`config.mk`:
```
export PLATFORM = sky130hd
export DESIGN_NAME = alu_control_mc
export DESIGN_NICKNAME = d
export VERILOG_FILES = /design/src/rtl/alu_pkg.sv /design/src/rtl/alu_md_iter.sv /design/src/rtl/alu_control_mc.sv
export SDC_FILE = /design/constraint.sdc
export NUM_CORES = 1
export LEC_CHECK = 0
export ABC_AREA = 0
export CAP_MARGIN = 20
export CORE_MARGIN = 1
export CORE_UTILIZATION = 50
export CTS_CLUSTER_DIAMETER = 100
export DETAILED_ROUTE_END_ITERATION = 7
export PLACE_DENSITY = 0.7
export SYNTH_ARGS = -nofsm -noshare
export SYNTH_HDL_FRONTEND = slang
export SYNTH_SLANG_ARGS = --single-unit
```
`constraint.sdc`:
```
create_clock -name clk -period 5.28 [get_ports clk]
set_input_delay 1.056 -clock clk [delete_from_list [all_inputs] [get_ports clk]]
set_output_delay 1.056 -clock clk [all_outputs]
set_load 0.01 [all_outputs]
```
`src/rtl/alu_pkg.sv`:
```
// rtl/alu_pkg.sv - shared ALU control definitions
//
// Purpose: alu_op class codes, R-type funct codes (including MULU/DIVU),
// the 4-bit alu_cnt encoding also consumed by the ALU, and the mul/div
// sequencer state enum.
// Ports: none (package).
package alu_pkg;

  // Main-control ALU classes
  localparam logic [2:0] ALU_OP_RTYPE  = 3'b000;
  localparam logic [2:0] ALU_OP_BRANCH = 3'b001;
  localparam logic [2:0] ALU_OP_SLTI   = 3'b010;
  localparam logic [2:0] ALU_OP_ADDI   = 3'b011;

  // R-type function field
  localparam logic [5:0] FUNCT_ADD  = 6'b000000;
  localparam logic [5:0] FUNCT_SUB  = 6'b000001;
  localparam logic [5:0] FUNCT_AND  = 6'b000010;
  localparam logic [5:0] FUNCT_OR   = 6'b000011;
  localparam logic [5:0] FUNCT_SLT  = 6'b000100;
  localparam logic [5:0] FUNCT_LSL  = 6'b000101;
  localparam logic [5:0] FUNCT_LSR  = 6'b000110;
  localparam logic [5:0] FUNCT_NOT  = 6'b000111;
  localparam logic [5:0] FUNCT_MULU = 6'b001000;
  localparam logic [5:0] FUNCT_DIVU = 6'b001001;

  // ALU control codes
  typedef enum logic [3:0] {
    CNT_ADD     = 4'b0000,
    CNT_SUB     = 4'b0001,
    CNT_NOT     = 4'b0010,
    CNT_LSL     = 4'b0011,
    CNT_LSR     = 4'b0100,
    CNT_AND     = 4'b0101,
    CNT_OR      = 4'b0110,
    CNT_SLT     = 4'b0111,
    CNT_ILLEGAL = 4'b1111
  } alu_cnt_e;

  // Mul/div sequencer states
  typedef enum logic [1:0] {
    ST_IDLE = 2'd0,
    ST_MUL  = 2'd1,
    ST_DIV  = 2'd2,
    ST_DONE = 2'd3
  } md_state_e;

endpackage

```
`src/rtl/alu_md_iter.sv`:
```
// rtl/alu_md_iter.sv - iterative unsigned multiply / restoring divide engine
//
// Purpose: one multiplier bit or one quotient bit per cycle for WIDTH cycles.
// Ports:
//   clk, rst_n     clock, asynchronous active-low reset
//   start_i        latch operands and begin (ignored while flush_i)
//   is_div_i       1 = DIVU, 0 = MULU (sampled with start_i)
//   flush_i        abort any in-flight operation
//   a_i, b_i       multiplicand/multiplier or dividend/divisor
//   finish_o       the current cycle performs the last iteration
//   result_o       {hi, lo} as produced by the last iteration (valid with finish_o)
//   div_by_zero_o  running operation is a DIVU with a zero divisor
module alu_md_iter
  import alu_pkg::*;
#(
  parameter int WIDTH = 32
) (
  input  logic               clk,
  input  logic               rst_n,
  input  logic               start_i,
  input  logic               is_div_i,
  input  logic               flush_i,
  input  logic [WIDTH-1:0]   a_i,
  input  logic [WIDTH-1:0]   b_i,
  output logic               finish_o,
  output logic [2*WIDTH-1:0] result_o,
  output logic               div_by_zero_o
);

  localparam int CNT_W = $clog2(WIDTH + 1);

  logic [CNT_W-1:0]   cnt_q, cnt_d;
  logic               busy_q, busy_d;
  logic               is_div_q, is_div_d;
  // multiply datapath
  logic [2*WIDTH-1:0] mcand_q, mcand_d;
  logic [WIDTH-1:0]   mplier_q, mplier_d;
  logic [2*WIDTH-1:0] prod_q, prod_d;
  // divide datapath; the stored remainder is always below the divisor so it
  // fits WIDTH bits, only the shifted trial value needs WIDTH+1
  logic [WIDTH-1:0]   rem_q, rem_d;
  logic [WIDTH-1:0]   quo_q, quo_d;
  logic [WIDTH-1:0]   dvsr_q, dvsr_d;

  logic [2*WIDTH-1:0] prod_step;
  logic [WIDTH:0]     rem_shift;
  logic [WIDTH:0]     rem_sub;
  logic [WIDTH:0]     rem_step;
  logic               rem_ge;
  logic [WIDTH-1:0]   quo_step;

  // One iteration of each algorithm, evaluated every cycle
  always_comb begin
    prod_step = mplier_q[0] ? (prod_q + mcand_q) : prod_q;
    // dividend bits enter the remainder from the top of the quotient register
    rem_shift = {rem_q, quo_q[WIDTH-1]};
    rem_ge    = (rem_shift >= {1'b0, dvsr_q});
    rem_sub   = rem_shift - {1'b0, dvsr_q};
    rem_step  = rem_ge ? rem_sub : rem_shift;
    quo_step  = WIDTH'({quo_q, rem_ge});
  end

  always_comb begin
    cnt_d    = cnt_q;
    busy_d   = busy_q;
    is_div_d = is_div_q;
    mcand_d  = mcand_q;
    mplier_d = mplier_q;
    prod_d   = prod_q;
    rem_d    = rem_q;
    quo_d    = quo_q;
    dvsr_d   = dvsr_q;
    if (flush_i) begin
      busy_d = 1'b0;
      cnt_d  = '0;
    end else if (start_i) begin
      busy_d   = 1'b1;
      cnt_d    = CNT_W'(WIDTH);
      is_div_d = is_div_i;
      mcand_d  = {{WIDTH{1'b0}}, a_i};
      mplier_d = b_i;
      prod_d   = '0;
      rem_d    = '0;
      quo_d    = a_i;
      dvsr_d   = b_i;
    end else if (busy_q) begin
      cnt_d = cnt_q - CNT_W'(1);
      if (cnt_q == CNT_W'(1)) begin
        busy_d = 1'b0;
      end
      if (is_div_q) begin
        // a zero divisor always "fits": quotient saturates to all-ones and the
        // dividend ends up shifted whole into the remainder
        rem_d = WIDTH'(rem_step);
        quo_d = quo_step;
      end else begin
        prod_d   = prod_step;
        mcand_d  = mcand_q << 1;
        mplier_d = mplier_q >> 1;
      end
    end
  end

  always_ff @(posedge clk or negedge rst_n) begin
    if (!rst_n) begin
      cnt_q    <= '0;
      busy_q   <= 1'b0;
      is_div_q <= 1'b0;
      mcand_q  <= '0;
      mplier_q <= '0;
      prod_q   <= '0;
      rem_q    <= '0;
      quo_q    <= '0;
      dvsr_q   <= '0;
    end else begin
      cnt_q    <= cnt_d;
      busy_q   <= busy_d;
      is_div_q <= is_div_d;
      mcand_q  <= mcand_d;
      mplier_q <= mplier_d;
      prod_q   <= prod_d;
      rem_q    <= rem_d;
      quo_q    <= quo_d;
      dvsr_q   <= dvsr_d;
    end
  end

  assign finish_o      = busy_q && (cnt_q == CNT_W'(1));
  assign result_o      = is_div_q ? {WIDTH'(rem_step), quo_step} : prod_step;
  assign div_by_zero_o = is_div_q && (dvsr_q == '0);

endmodule

```
`src/rtl/alu_control_mc.sv`:
```
// rtl/alu_control_mc.sv - EX-stage ALU control decoder with multi-cycle MULU/DIVU
//
// Purpose: decodes alu_op/funct into alu_cnt, sequences the iterative mul/div
// engine and stalls the pipeline until the 2*WIDTH result is in hi/lo.
// Ports:
//   clk, rst_n        clock, asynchronous active-low reset
//   valid_in          EX holds a valid instruction
//   flush             abort any in-flight mul/div
//   alu_op, funct     main-control class and R-type function field
//   src_a, src_b      operands (dividend/divisor for DIVU)
//   alu_cnt           combinational ALU control code
//   illegal           combinational, undecodable op while valid_in
//   md_op             combinational, instruction is MULU/DIVU
//   stall             combinational, freeze PC, IF/ID, ID/EX
//   done              registered one-cycle result strobe
//   hi, lo            registered product high/low or remainder/quotient
//   div_by_zero       registered, qualifies done for a zero-divisor DIVU
module alu_control_mc
  import alu_pkg::*;
#(
  parameter int WIDTH   = 32,
  parameter int OP_W    = 3,
  parameter int FUNCT_W = 6
) (
  input  logic               clk,
  input  logic               rst_n,
  input  logic               valid_in,
  input  logic               flush,
  input  logic [OP_W-1:0]    alu_op,
  input  logic [FUNCT_W-1:0] funct,
  input  logic [WIDTH-1:0]   src_a,
  input  logic [WIDTH-1:0]   src_b,
  output logic [3:0]         alu_cnt,
  output logic               illegal,
  output logic               md_op,
  output logic               stall,
  output logic               done,
  output logic [WIDTH-1:0]   hi,
  output logic [WIDTH-1:0]   lo,
  output logic               div_by_zero
);

  alu_cnt_e           cnt_c;
  logic               legal_c;
  logic               md_op_c;
  logic               is_div_c;
  logic               md_start;
  logic               md_finish;
  logic [2*WIDTH-1:0] md_result;
  logic               md_dbz;

  md_state_e          state_q;
  logic               done_q;
  logic               dbz_q;
  logic [WIDTH-1:0]   hi_q;
  logic [WIDTH-1:0]   lo_q;

  // Decode; every unlisted combination falls through to CNT_ILLEGAL
  always_comb begin
    cnt_c    = CNT_ILLEGAL;
    legal_c  = 1'b0;
    md_op_c  = 1'b0;
    is_div_c = 1'b0;
    if (alu_op == OP_W'(ALU_OP_RTYPE)) begin
      legal_c = 1'b1;
      case (funct)
        FUNCT_W'(FUNCT_ADD):  cnt_c = CNT_ADD;
        FUNCT_W'(FUNCT_SUB):  cnt_c = CNT_SUB;
        FUNCT_W'(FUNCT_AND):  cnt_c = CNT_AND;
        FUNCT_W'(FUNCT_OR):   cnt_c = CNT_OR;
        FUNCT_W'(FUNCT_SLT):  cnt_c = CNT_SLT;
        FUNCT_W'(FUNCT_LSL):  cnt_c = CNT_LSL;
        FUNCT_W'(FUNCT_LSR):  cnt_c = CNT_LSR;
        FUNCT_W'(FUNCT_NOT):  cnt_c = CNT_NOT;
        FUNCT_W'(FUNCT_MULU): begin
          cnt_c   = CNT_ADD;
          md_op_c = 1'b1;
        end
        FUNCT_W'(FUNCT_DIVU): begin
          cnt_c    = CNT_ADD;
          md_op_c  = 1'b1;
          is_div_c = 1'b1;
        end
        default: begin
          cnt_c   = CNT_ILLEGAL;
          legal_c = 1'b0;
        end
      endcase
    end else if (alu_op == OP_W'(ALU_OP_BRANCH)) begin
      cnt_c   = CNT_SUB;
      legal_c = 1'b1;
    end else if (alu_op == OP_W'(ALU_OP_SLTI)) begin
      cnt_c   = CNT_SLT;
      legal_c = 1'b1;
    end else if (alu_op == OP_W'(ALU_OP_ADDI)) begin
      cnt_c   = CNT_ADD;
      legal_c = 1'b1;
    end
  end

  assign alu_cnt = cnt_c;
  assign illegal = valid_in & ~legal_c;
  assign md_op   = md_op_c;
  // The issuing IDLE cycle already stalls; DONE releases so the pipeline
  // advances on the same edge that returns the sequencer to IDLE.
  assign stall   = valid_in & md_op_c & (state_q != ST_DONE);

  // flush beats start
  assign md_start = valid_in & md_op_c & ~flush & (state_q == ST_IDLE);

  alu_md_iter #(
    .WIDTH (WIDTH)
  ) u_md_iter (
    .clk           (clk),
    .rst_n         (rst_n),
    .start_i       (md_start),
    .is_div_i      (is_div_c),
    .flush_i       (flush),
    .a_i           (src_a),
    .b_i           (src_b),
    .finish_o      (md_finish),
    .result_o      (md_result),
    .div_by_zero_o (md_dbz)
  );

  // Sequencer; done/div_by_zero are one-cycle strobes, hi/lo hold until the
  // next completed operation (a flushed op leaves them untouched)
  always_ff @(posedge clk or negedge rst_n) begin
    if (!rst_n) begin
      state_q <= ST_IDLE;
      done_q  <= 1'b0;
      dbz_q   <= 1'b0;
      hi_q    <= '0;
      lo_q    <= '0;
    end else begin
      done_q <= 1'b0;
      dbz_q  <= 1'b0;
      if (flush) begin
        state_q <= ST_IDLE;
      end else begin
        case (state_q)
          ST_IDLE: begin
            if (md_start) begin
              state_q <= is_div_c ? ST_DIV : ST_MUL;
            end
          end
          ST_MUL, ST_DIV: begin
            if (md_finish) begin
              state_q <= ST_DONE;
              done_q  <= 1'b1;
              dbz_q   <= md_dbz;
              hi_q    <= md_result[2*WIDTH-1:WIDTH];
              lo_q    <= md_result[WIDTH-1:0];
            end
          end
          ST_DONE: state_q <= ST_IDLE;
          default: state_q <= ST_IDLE;
        endcase
      end
    end
  end

  assign done        = done_q;
  assign div_by_zero = dbz_q;
  assign hi          = hi_q;
  assign lo          = lo_q;

endmodule
```
==> reports/qor.yml <==
status: "finished clean"
cap_violations: 0
io_pins: 150
place_ws_ns: 0.8668
synth_fp_nets: 2643
total_leakage_power_uw: 0.01068
worst_pin_slew_ns: 1.049
holdPathStages: 2
hold_class: "reg2reg"
path_max_fanout: 5
cts_tree: "done"
drtAntennaViolNets: 0
worst_path_most_repeated_cell: "clkdlybuf4s50_1"
numPortBuffers: 149
fin_crit_sh_pct: 83.77
viasPerCell: 6.063
hold_violations: 0
timing.rr.start: "u_md_iter.dvsr_q[1]$_DFFE_PN0P_"
fin_nets: 2721
vias: 18770
place.gp.congestion: 0.9303
wl_um: 64680
postSynthCellCount: 2465
setup_viol: 0
ys_warn_count: 0
drive_gt1_share_pct: 5.370
dieWidth_um: 204.2
synth_edf_count: 0
critPathSlowestCell: "nor4_1"
rsz0062_at_grt: "no"
post_cts_buffers: 0
hpwl_um: 47430
finalCriticalPeriod_ns: 4.423
synth_seq_area_share_pct: 40.63
area_growth_pct: 15.39
postLayoutCellArea_um2: 23590
area.sequential_um2: 8313
synth_ff_type: "dfrtp_1"
grt_max_degree: 110
rows: 73
r2r.worst_path.cells: 12
clock-sinks: 332
grt_pass1_wl_um: 103300
cts_root_buffer: "clkbuf_16"
critPathKind: "in2out"
core_um2: 40010
clock_path_buffers: 3
timing.reg2reg.setup_slack_ns: 1.19
die_y_um: 204.2
tns_ns: 0
grt_antenna_before_repair: 1
stdcell_count: 3096
ctsHoldBuffers: 0
synthArstFlopShare_pct: 100.0
start_util_pct: 51.11
syn_area_per_cell_um2: 8.295
finalMaxSlewViolations: 0
multi_input_area_um2: 11360
cp.arrival_ns: 3.37
synth.distinct_cells: 81
worst_hold_slack_ns: 0.4729
p_per_area_nw_per_um2: 266.4
ctsResizeCount: 0
r2r-end: "hi[5]$_DFFE_PN0P_"
crit_path_end_kind: "primary output"
dieArea_um2: 41710
n_fill_cell: 3680
hp-start: "u_md_iter.mplier_q[1]$_DFFE_PN0P_"
first_pass_iters: 7
grt_overflow: 0
fin_ws_ns: 0.8572
wl_per_cell_um: 20.89
relSlewSlack_pct: 29.82
postPlaceCellArea_um2: 22340
path_cells: "clkdlybuf4s50_1, or3_1, nor4_1, nand2_1, nor2_1, clkdlybuf4s50_1"
ys_ff_latch: 332
dp_cells: 3028
syn_area_um2: 20450
start_kind: "input pin"
drc: 0
first_iter_violations: 1313
max-vdd-ir-drop_mv: 0.2566
grt_usage_pct: 31.65
hold_path_end: "u_md_iter.mplier_q[0]$_DFFE_PN0P_"
cpPeakStageDelay_ns: 0.58
ctsHtreeMaxLevel: 2
clk_pin_slew_worst_paths_ns: 0.06
fmax_mhz: 226.1
numCtsBuffers: 38
clock_latency_ns: 0.58
cp.required_ns: 4.22
grt_pass1_vias: 18650
finClkSkew_ns: 0.03290
-- how the worst max path moves through the flow --
stage	from	to	slack, ns	cells past startpoint
global route	alu_op[1]	stall	0.76	6
detailed placement	alu_op[1]	stall	0.87	6
finish	alu_op[1]	stall	0.86	6
floorplan	alu_op[1]	stall	1.74	4
CTS	alu_op[1]	stall	0.83	6
global placement	alu_op[1]	stall	0.92	6
-- kinds of logic after synthesis --
group,share of synthesized area (%)
multiplexers,3.733
flip-flops,40.63
XOR/XNOR,3.427
AND/OR/NAND/NOR,21.27
buffers and inverters,4.014
adder cells (fa/ha/maj),6.254
AO/OA/AOI/OAI,20.67
-- per-layer routing --
| layer | vias to the layer above | routed length (µm) | part of all wire [%] | track usage (%) |
|---|---|---|---|---|
| li1 | 8893 | - | - | - |
| met1 | 9200 | 28390 | 44 | 41.70 |
| met2 | 555 | 30690 | 47 | 53.03 |
| met3 | 123 | 3325 | 5.1 | 3.986 |
| met4 | 0 | 2276 | 3.5 | 12.05 |
| met5 | - | 0 | 0 | 0 |
-- flip-flops by register name (all words and copies together) (netlist names) --
name / flops
div_by_zero: 1
done: 1
hi: 32
lo: 32
state_q: 2
u_md_iter.busy_q: 1
u_md_iter.cnt_q: 6
u_md_iter.dvsr_q: 32
u_md_iter.is_div_q: 1
u_md_iter.mcand_q: 64
u_md_iter.mplier_q: 32
u_md_iter.prod_q: 64
u_md_iter.quo_q: 32
u_md_iter.rem_q: 32
-- placed cells by master, fill, tap and decap left out, types with 56 or more instances in the layout --
cell type / instances
a21oi_1: 146
clkdlybuf4s50_1: 148
dfrtp_1: 330
ha_1: 99
inv_1: 63
mux2i_1: 56
nand2_1: 554
nand3_1: 139
nor2_1: 128
o21ai_0: 244
-- power by group --
group / leakage [µW] / switching [µW] / internal [µW]
Combinational: 0.00573 / 520 / 333
Clock: 0.000618 / 1130 / 1570
Sequential: 0.00433 / 92.0 / 2640
Total: 0.0107 / 1740 / 4540
-- per-stage QoR --
stage                     util [%]  power [µW]
after detailed placement     55.83        3628
after global placement       55.83        3615
final                        58.98        6286
after global routing         58.97        6524
after floorplan                  -        3293
after CTS                    58.97        6322
-- layout make-up --
type	instances	area share, %
clock inverters	14	0.6258
well taps	525	2.784
clock buffers	53	4.693
repair buffers	181	7.467
inverters	65	1.055
flip-flops and latches	332	35.23
multi-input cells	1925	48.13
diodes	1	0.01061
-- critical path, delay by kind of cell --
kind                   cells  cell delay, ns
and+or+nand+nor            4            1.31
buffers and inverters      2            0.99
-- synthesized netlist by cell type, types with 44 or more instances --
cell type	count	area [µm²]
nand2_1	554	2079
dfrtp_1	332	8308
o21ai_0	244	1221
a21oi_1	146	730.7
nand3_1	139	695.7
nor2_1	131	491.7
clkbuf_1	121	454.2
ha_1	99	1239
inv_1	63	236.5
mux2i_1	56	560.5
xnor2_1	54	473.0
a21o_1	44	330.3
No activity file was read; power rests on OpenSTA's default activity.
